## src/rtl/kan_mem_pkg.sv

```systemverilog
// Shared sizing helpers for the grid memory control blocks.
// Widths that depend on module parameters are exposed as functions so each
// instance can size its own tags and counters consistently.
package kan_mem_pkg;

    // Default requester count for the grid streamers.
    localparam int DEF_NUM_REQ = 4;

    // Default in-flight read depth.
    localparam int DEF_MAX_OUTSTANDING = 4;

    // Ceiling log2; clog2(1) = 0.
    function automatic int clog2(input int value);
        int r;
        r = 0;
        for (int v = value - 1; v > 0; v = v >> 1) begin
            r = r + 1;
        end
        return r;
    endfunction

    // Tag width needed to name one requester (never narrower than 1 bit).
    function automatic int tag_width(input int num_req);
        return (clog2(num_req) < 1) ? 1 : clog2(num_req);
    endfunction

    // Counter width that holds 0..max_out inclusive, so it never wraps.
    function automatic int outstanding_width(input int max_out);
        return clog2(max_out) + 1;
    endfunction

    // Tag width for the default requester count.
    localparam int TAG_W = tag_width(DEF_NUM_REQ);

    // Outstanding counter width for the default depth.
    localparam int OUTSTANDING_W = outstanding_width(DEF_MAX_OUTSTANDING);

endpackage

```

## src/rtl/rr_arbiter.sv

```systemverilog
// Round-robin arbiter: one-hot grant plus encoded index.
// The search starts at the pointer and wraps; the pointer moves past the
// granted requester only when the caller reports a completed handshake.
module rr_arbiter
    import kan_mem_pkg::*;
#(
    parameter int NUM_REQ = 4,
    parameter int IDX_W   = tag_width(NUM_REQ)
) (
    input  logic               i_clk,
    input  logic               i_rst_n,
    input  logic [NUM_REQ-1:0] i_req,
    input  logic               i_advance,
    output logic [NUM_REQ-1:0] o_grant,
    output logic [IDX_W-1:0]   o_grant_idx
);

    localparam logic [IDX_W:0]   NUM_REQ_EXT = (IDX_W + 1)'(NUM_REQ);
    localparam logic [IDX_W-1:0] LAST_IDX    = IDX_W'(NUM_REQ - 1);

    logic [IDX_W-1:0] r_ptr;
    logic [IDX_W:0]   w_sum;
    logic [IDX_W-1:0] w_cand;
    logic             w_found;

    // First requesting index at or after the pointer, modulo NUM_REQ.
    always_comb begin
        o_grant     = '0;
        o_grant_idx = '0;
        w_found     = 1'b0;
        w_sum       = '0;
        w_cand      = '0;
        for (int off = 0; off < NUM_REQ; off++) begin
            w_sum = {1'b0, r_ptr} + (IDX_W + 1)'(off);
            if (w_sum >= NUM_REQ_EXT) begin
                w_sum = w_sum - NUM_REQ_EXT;
            end
            w_cand = w_sum[IDX_W-1:0];
            if (!w_found && i_req[w_cand]) begin
                w_found         = 1'b1;
                o_grant[w_cand] = 1'b1;
                o_grant_idx     = w_cand;
            end
        end
    end

    // Pointer moves to the slot after the winner on a handshake, else holds.
    always_ff @(posedge i_clk or negedge i_rst_n) begin
        if (!i_rst_n) begin
            r_ptr <= '0;
        end else if (i_advance) begin
            r_ptr <= (o_grant_idx == LAST_IDX) ? '0 : o_grant_idx + 1'b1;
        end
    end

endmodule

```

## src/rtl/grid_bram_read_arbiter.sv

```systemverilog
// Shares one read-only grid BRAM port among NUM_REQ requesters.
// One round-robin grant per cycle drives a registered BRAM enable/address;
// the requester tag is queued in a small FIFO and used to steer each
// returning word back with a one-hot valid, strictly in issue order.
//
// Handshake: a request transfers in the cycle where req_valid[i] and
// req_ready[i] are both high. req_ready is one-hot at most and may only rise
// for a requester that is already asserting req_valid. Responses have no
// backpressure: rsp_valid[i] is a single-cycle pulse that must be consumed.
module grid_bram_read_arbiter
    import kan_mem_pkg::*;
#(
    parameter int NUM_REQ         = 4,
    parameter int ADDR            = 10,
    parameter int WIDTH           = 16,
    parameter int RD_LATENCY      = 2,
    parameter int BRAM_VALID_SIG  = 1,
    parameter int MAX_OUTSTANDING = 4
) (
    input  logic                                        bram_clk,
    input  logic                                        rst_n,
    input  logic [NUM_REQ-1:0]                          req_valid,
    output logic [NUM_REQ-1:0]                          req_ready,
    input  logic [NUM_REQ*ADDR-1:0]                     req_addr,
    output logic                                        bram_en,
    output logic [ADDR-1:0]                             bram_addr,
    input  logic [WIDTH-1:0]                            bram_rddata,
    input  logic                                        bram_rdvalid,
    output logic [WIDTH-1:0]                            rsp_data,
    output logic [NUM_REQ-1:0]                          rsp_valid,
    output logic [outstanding_width(MAX_OUTSTANDING)-1:0] outstanding,
    output logic                                        busy,
    output logic                                        err_unexpected
);

    localparam int TAG_W = tag_width(NUM_REQ);
    localparam int AW    = clog2(MAX_OUTSTANDING);
    localparam int PTR_W = AW + 1;
    localparam logic [PTR_W-1:0] FULL_COUNT = PTR_W'(MAX_OUTSTANDING);

    // Registered BRAM side and response side.
    logic               r_bram_en;
    logic [ADDR-1:0]    r_bram_addr;
    logic [WIDTH-1:0]   r_rsp_data;
    logic [NUM_REQ-1:0] r_rsp_valid;
    logic               r_err;

    // Tag FIFO: circular buffer with one extra pointer bit to tell full from empty.
    logic [TAG_W-1:0]   r_tag_mem [MAX_OUTSTANDING];
    logic [PTR_W-1:0]   r_wr_ptr;
    logic [PTR_W-1:0]   r_rd_ptr;

    logic [PTR_W-1:0]   w_count;
    logic               w_empty;
    logic               w_full;
    logic [NUM_REQ-1:0] w_arb_req;
    logic [NUM_REQ-1:0] w_grant;
    logic [TAG_W-1:0]   w_grant_idx;
    logic               w_hs;
    logic [ADDR-1:0]    w_sel_addr;
    logic               w_detect;
    logic               w_pop;
    logic               w_unexp;
    logic [TAG_W-1:0]   w_head_tag;
    logic [NUM_REQ-1:0] w_head_onehot;

    // In-flight count is the pointer distance; it is registered state only,
    // so a response in the full cycle cannot reopen the grant until next cycle.
    assign w_count = r_wr_ptr - r_rd_ptr;
    assign w_empty = (r_wr_ptr == r_rd_ptr);
    assign w_full  = (w_count == FULL_COUNT);

    // Requests are hidden from the arbiter while the FIFO is full.
    assign w_arb_req = req_valid & {NUM_REQ{~w_full}};

    rr_arbiter #(
        .NUM_REQ (NUM_REQ),
        .IDX_W   (TAG_W)
    ) u_rr_arbiter (
        .i_clk       (bram_clk),
        .i_rst_n     (rst_n),
        .i_req       (w_arb_req),
        .i_advance   (w_hs),
        .o_grant     (w_grant),
        .o_grant_idx (w_grant_idx)
    );

    // Every grant lands on an asserted req_valid, so any grant is a handshake.
    assign req_ready = w_grant;
    assign w_hs      = |w_grant;

    // One-hot mux of the winning requester's address slice.
    always_comb begin
        w_sel_addr = '0;
        for (int i = 0; i < NUM_REQ; i++) begin
            if (w_grant[i]) begin
                w_sel_addr = req_addr[i*ADDR +: ADDR];
            end
        end
    end

    // Response detect: either the controller's read-valid or a delayed copy of bram_en.
    generate
        if (BRAM_VALID_SIG != 0) begin : g_valid_sig
            assign w_detect = bram_rdvalid;
        end else begin : g_fixed_lat
            logic [RD_LATENCY-1:0] r_lat_pipe;
            logic                  w_unused_rdvalid;

            assign w_unused_rdvalid = bram_rdvalid;

            if (RD_LATENCY == 1) begin : g_lat1
                // Single-stage delay of the issued enable.
                always_ff @(posedge bram_clk or negedge rst_n) begin
                    if (!rst_n) begin
                        r_lat_pipe <= '0;
                    end else begin
                        r_lat_pipe <= r_bram_en;
                    end
                end
            end else begin : g_latn
                // Shift the issued enable through RD_LATENCY stages.
                always_ff @(posedge bram_clk or negedge rst_n) begin
                    if (!rst_n) begin
                        r_lat_pipe <= '0;
                    end else begin
                        r_lat_pipe <= {r_lat_pipe[RD_LATENCY-2:0], r_bram_en};
                    end
                end
            end

            assign w_detect = r_lat_pipe[RD_LATENCY-1];
        end
    endgenerate

    // A detect with nothing in flight is an error and must not disturb the FIFO.
    assign w_pop   = w_detect & ~w_empty;
    assign w_unexp = w_detect & w_empty;

    assign w_head_tag    = r_tag_mem[r_rd_ptr[AW-1:0]];
    assign w_head_onehot = NUM_REQ'(1) << w_head_tag;

    // Issue stage: register the BRAM enable and hold the last address when idle.
    always_ff @(posedge bram_clk or negedge rst_n) begin
        if (!rst_n) begin
            r_bram_en   <= 1'b0;
            r_bram_addr <= '0;
        end else begin
            r_bram_en <= w_hs;
            if (w_hs) begin
                r_bram_addr <= w_sel_addr;
            end
        end
    end

    // Tag FIFO: push the winner's tag on handshake, pop the head on a valid detect.
    always_ff @(posedge bram_clk or negedge rst_n) begin
        if (!rst_n) begin
            r_wr_ptr <= '0;
            r_rd_ptr <= '0;
            for (int i = 0; i < MAX_OUTSTANDING; i++) begin
                r_tag_mem[i] <= '0;
            end
        end else begin
            if (w_hs) begin
                r_tag_mem[r_wr_ptr[AW-1:0]] <= w_grant_idx;
                r_wr_ptr                    <= r_wr_ptr + 1'b1;
            end
            if (w_pop) begin
                r_rd_ptr <= r_rd_ptr + 1'b1;
            end
        end
    end

    // Response stage: steer the read word to the head tag; error flag is sticky.
    always_ff @(posedge bram_clk or negedge rst_n) begin
        if (!rst_n) begin
            r_rsp_valid <= '0;
            r_rsp_data  <= '0;
            r_err       <= 1'b0;
        end else begin
            r_rsp_valid <= w_pop ? w_head_onehot : '0;
            if (w_pop) begin
                r_rsp_data <= bram_rddata;
            end
            if (w_unexp) begin
                r_err <= 1'b1;
            end
        end
    end

    assign bram_en        = r_bram_en;
    assign bram_addr      = r_bram_addr;
    assign rsp_data       = r_rsp_data;
    assign rsp_valid      = r_rsp_valid;
    assign outstanding    = w_count;
    assign busy           = |w_count;
    assign err_unexpected = r_err;

endmodule
```

## config.mk

```make
export PLATFORM = sky130hd
export DESIGN_NAME = grid_bram_read_arbiter
export DESIGN_NICKNAME = d
export VERILOG_FILES = /design/src/rtl/kan_mem_pkg.sv /design/src/rtl/rr_arbiter.sv /design/src/rtl/grid_bram_read_arbiter.sv
export SDC_FILE = /design/constraint.sdc
export NUM_CORES = 1
export LEC_CHECK = 0
export ABC_CLOCK_PERIOD_IN_PS = 3700
export BUFFER_PORTS_ARGS = -buffer_cell sky130_fd_sc_hd__buf_2
export CAP_MARGIN = 15
export CORE_ASPECT_RATIO = 2
export CORE_UTILIZATION = 33
export DETAILED_ROUTE_END_ITERATION = 10
export GPL_ROUTABILITY_DRIVEN = 0
export SLEW_MARGIN = 20
export SYNTH_ARGS = -nofsm -noshare
export SYNTH_HDL_FRONTEND = slang
export SYNTH_SLANG_ARGS = --single-unit
```

## constraint.sdc

```tcl
create_clock -name bram_clk -period 3.7 [get_ports bram_clk]
set_clock_uncertainty 0.05 [all_clocks]
set_input_delay 0.37 -clock bram_clk [delete_from_list [all_inputs] [get_ports bram_clk]]
set_output_delay 0.37 -clock bram_clk [all_outputs]
set_load 0.03 [all_outputs]
```

==> impl_metrics.toml <==
[placement]
portBuffers = 102
pre_cts_slack_ps = -86.9
dp.final_hpwl_um = 5670
place_inst = 459

[setup_path]
cp.required_ps = 3280
r2r-start = "u_rr_arbiter.r_ptr[1]"
worst_path_max_delay_cell = "mux4_2"
cp_max_fo = 21
critical_path.max_stage_delay_ps = 620
rr_worst_depth = 10
r2r-end = "bram_addr[5]"
r2r_setup_slack_ps = 460
cp-start-kind = "flop"
setup.worst_path.end_class = "output port"
worst_ep_arrival_time_ps = 3060
worstPathCellList = "inv_1 -> ha_1 -> mux4_2 -> nand2b_1 -> nor2_1 -> a221o_1 -> buf_4 -> buf_2"
crit_type = "flop to output port"

[die]
io_pins = 103
dieArea_um2 = 8540
die_h_um = 130
dieWidth_um = 65.9
row_count = 46
coreArea_um2 = 7890
initial_core_util_pct = 34.1

[clock_network]
clock_path_buffers = 2
cts.repair.resized = 0
path_clk_slew_ps = 70
clkSinkCount = 48
numCtsBuffers = 5
cts_tree = "built"
clock_latency_ps = 290
cts_root_buf = "clkbuf_16"
htree_levels = 2

[logic_synthesis]
synth_area_per_cell_um2 = 10.1
yosysWarnings = 0
synth_nets = 342
netlist.area_leader.share_pct = 44.6
synth_top_cell_by_area = "dfrtp_1"
synth_edf_count = 0
synth_seq_area_share_pct = 44.6
synth.area.top_cells = "dfrtp_1, nand2_1, ha_1, mux4_2, mux2_1"
ys.flop_type = "dfrtp_1"
synthArstFlopShare_pct = 100
ys_seq_elements = 48
synth_cell_types = 40
synthCells = 267
netlist_area_um2 = 2690

[timing]
worst_pin_slew_ps = 764
finalSetupTns_ps = 0
fin_crit_sh_pct = 94.1
setup_ws_ps = 218
fmax_ghz = 0.287
maxSlewViolCount = 0
rsz0062_at_grt = "no"
final-hold-violation-count = 0
finalCriticalPeriod_ps = 3480
max-slew-margin-rel_pct = 49.1
setup_viol = 0

[status]
status = "complete, no violations"

[hold_path]
holdPathStages = 3
min_path_type = "primary input to flop"
worst_hold_path.endpoint = "rsp_data[11]"
hp-start = "bram_rddata[11]"

[detailed_routing]
wl_per_cell_um = 15.6
vias = 2393
postRouteAntennaNets = 0
wirelength_um = 7310
via_per_inst = 5.10
first_pass_iters = 4
drtIter0Drc = 110
drcViolationCount = 0

[run]
drv_cap = 0

[final_layout]
fillers = 802
utilization_pct = 44.3
final_layout_size_suffix_gt1_share_pct = 36.5
layout_commonest_cell = "buf_2"
fin_cells = 469
layout_common_cells = "buf_2, nand2_1, dfrtp_1"
num-nets-final = 447
syn2layout_area_growth_pct = 29.8
antenna_cells = 0

[grt]
grt_max_degree = 42
grt_overflow = 0
grtUsageTotal_pct = 17.3
grt_pass1_vias = 2268
antenna_found_initial = 0
grt_pass1_wl_um = 11200
-- repair_timing --
action                                  CTS  global route
setup buffers                             1             0
endpoints found under the setup margin    8             0
hold endpoints to repair                  7             0
hold buffers                              1             0
-- cells in the mapped netlist, types with 3 or more instances --
master / instances
a21oi_1: 8
a221oi_1: 11
a22oi_1: 10
and3_1: 3
buf_2: 6
clkbuf_1: 9
dfrtp_1: 48
ha_1: 11
inv_1: 12
inv_2: 3
mux2_1: 9
mux4_2: 5
nand2_1: 58
nand2b_1: 3
nand3b_1: 4
nor2_1: 16
nor3_1: 3
nor3b_1: 3
o21ai_0: 3
o31ai_1: 10
xnor2_1: 6
-- metal layers --
metal | vias to the layer above | global-route usage, % | routed length, µm
met3 | 19 | 1.92 | 257
li1 | 1151 | - | -
met4 | 0 | 8.82 | 246
met1 | 1145 | 18.1 | 2640
met2 | 78 | 32.7 | 4170
met5 | - | 0 | 0
-- stage by stage --
step | instance area, µm² | hold WS, ps
6_report | 3490 | 225
5_1_grt | 3490 | 225
4_1_cts | 3490 | 217
3_5_place_dp | 3330 | 175
3_3_place_gp | 3330 | 172
2_1_floorplan | 2690 | 24.4
-- kinds of logic after synthesis --
| logic type | count (synthesis) | share of synthesized area, % |
|---|---|---|
| flops | 48 | 44.6 |
| xor+xnor | 7 | 2.84 |
| simple gates | 100 | 18.1 |
| mux | 16 | 8.69 |
| compound gates | 54 | 15.4 |
| buf+inv | 30 | 4.46 |
| fa+ha+maj | 12 | 5.86 |
-- flip-flops by register name, summed over array words and instances, names as in the netlist, named ones only --
register,cells
u_rr_arbiter.r_ptr,1
r_rd_ptr,3
rsp_data,16
r_wr_ptr,3
err_unexpected,1
rsp_valid,4
bram_addr,10
r_tag_mem,8
bram_en,1
-- area by class of cell --
type                    instances  area [µm²]  share of cell area [%]
inverters                      15        56.3                    1.61
repair buffers                113         596                    17.0
well taps                      96         120                    3.44
clock buffers                   7         143                    4.08
multi-input cells             189        1370                    39.2
flip-flops and latches         48        1200                    34.4
clock inverters                 1        7.51                   0.215
-- how the worst max path moves through the flow --
stage,start,endpoint,cells after the start
floorplan,flop,req_ready[3],9
global placement,r_wr_ptr[0],r_tag_mem[5],12
detailed placement,r_wr_ptr[0],r_tag_mem[3],12
CTS,u_rr_arbiter.r_ptr[1],req_ready[3],8
global route,u_rr_arbiter.r_ptr[1],req_ready[3],8
finish,u_rr_arbiter.r_ptr[1],req_ready[3],8
-- critical path, delay by kind of cell (launching register included) --
kind	cells	cell delay, ps
buffers and inverters	3	600
AO/OA/AOI/OAI	1	280
adder cells (fa/ha/maj)	1	440
AND/OR/NAND/NOR	2	480
multiplexers	1	620
flip-flops	1	340
Power is not shown: default switching activity piles up to over one toggle a cycle in this logic, so the estimate is an artifact.
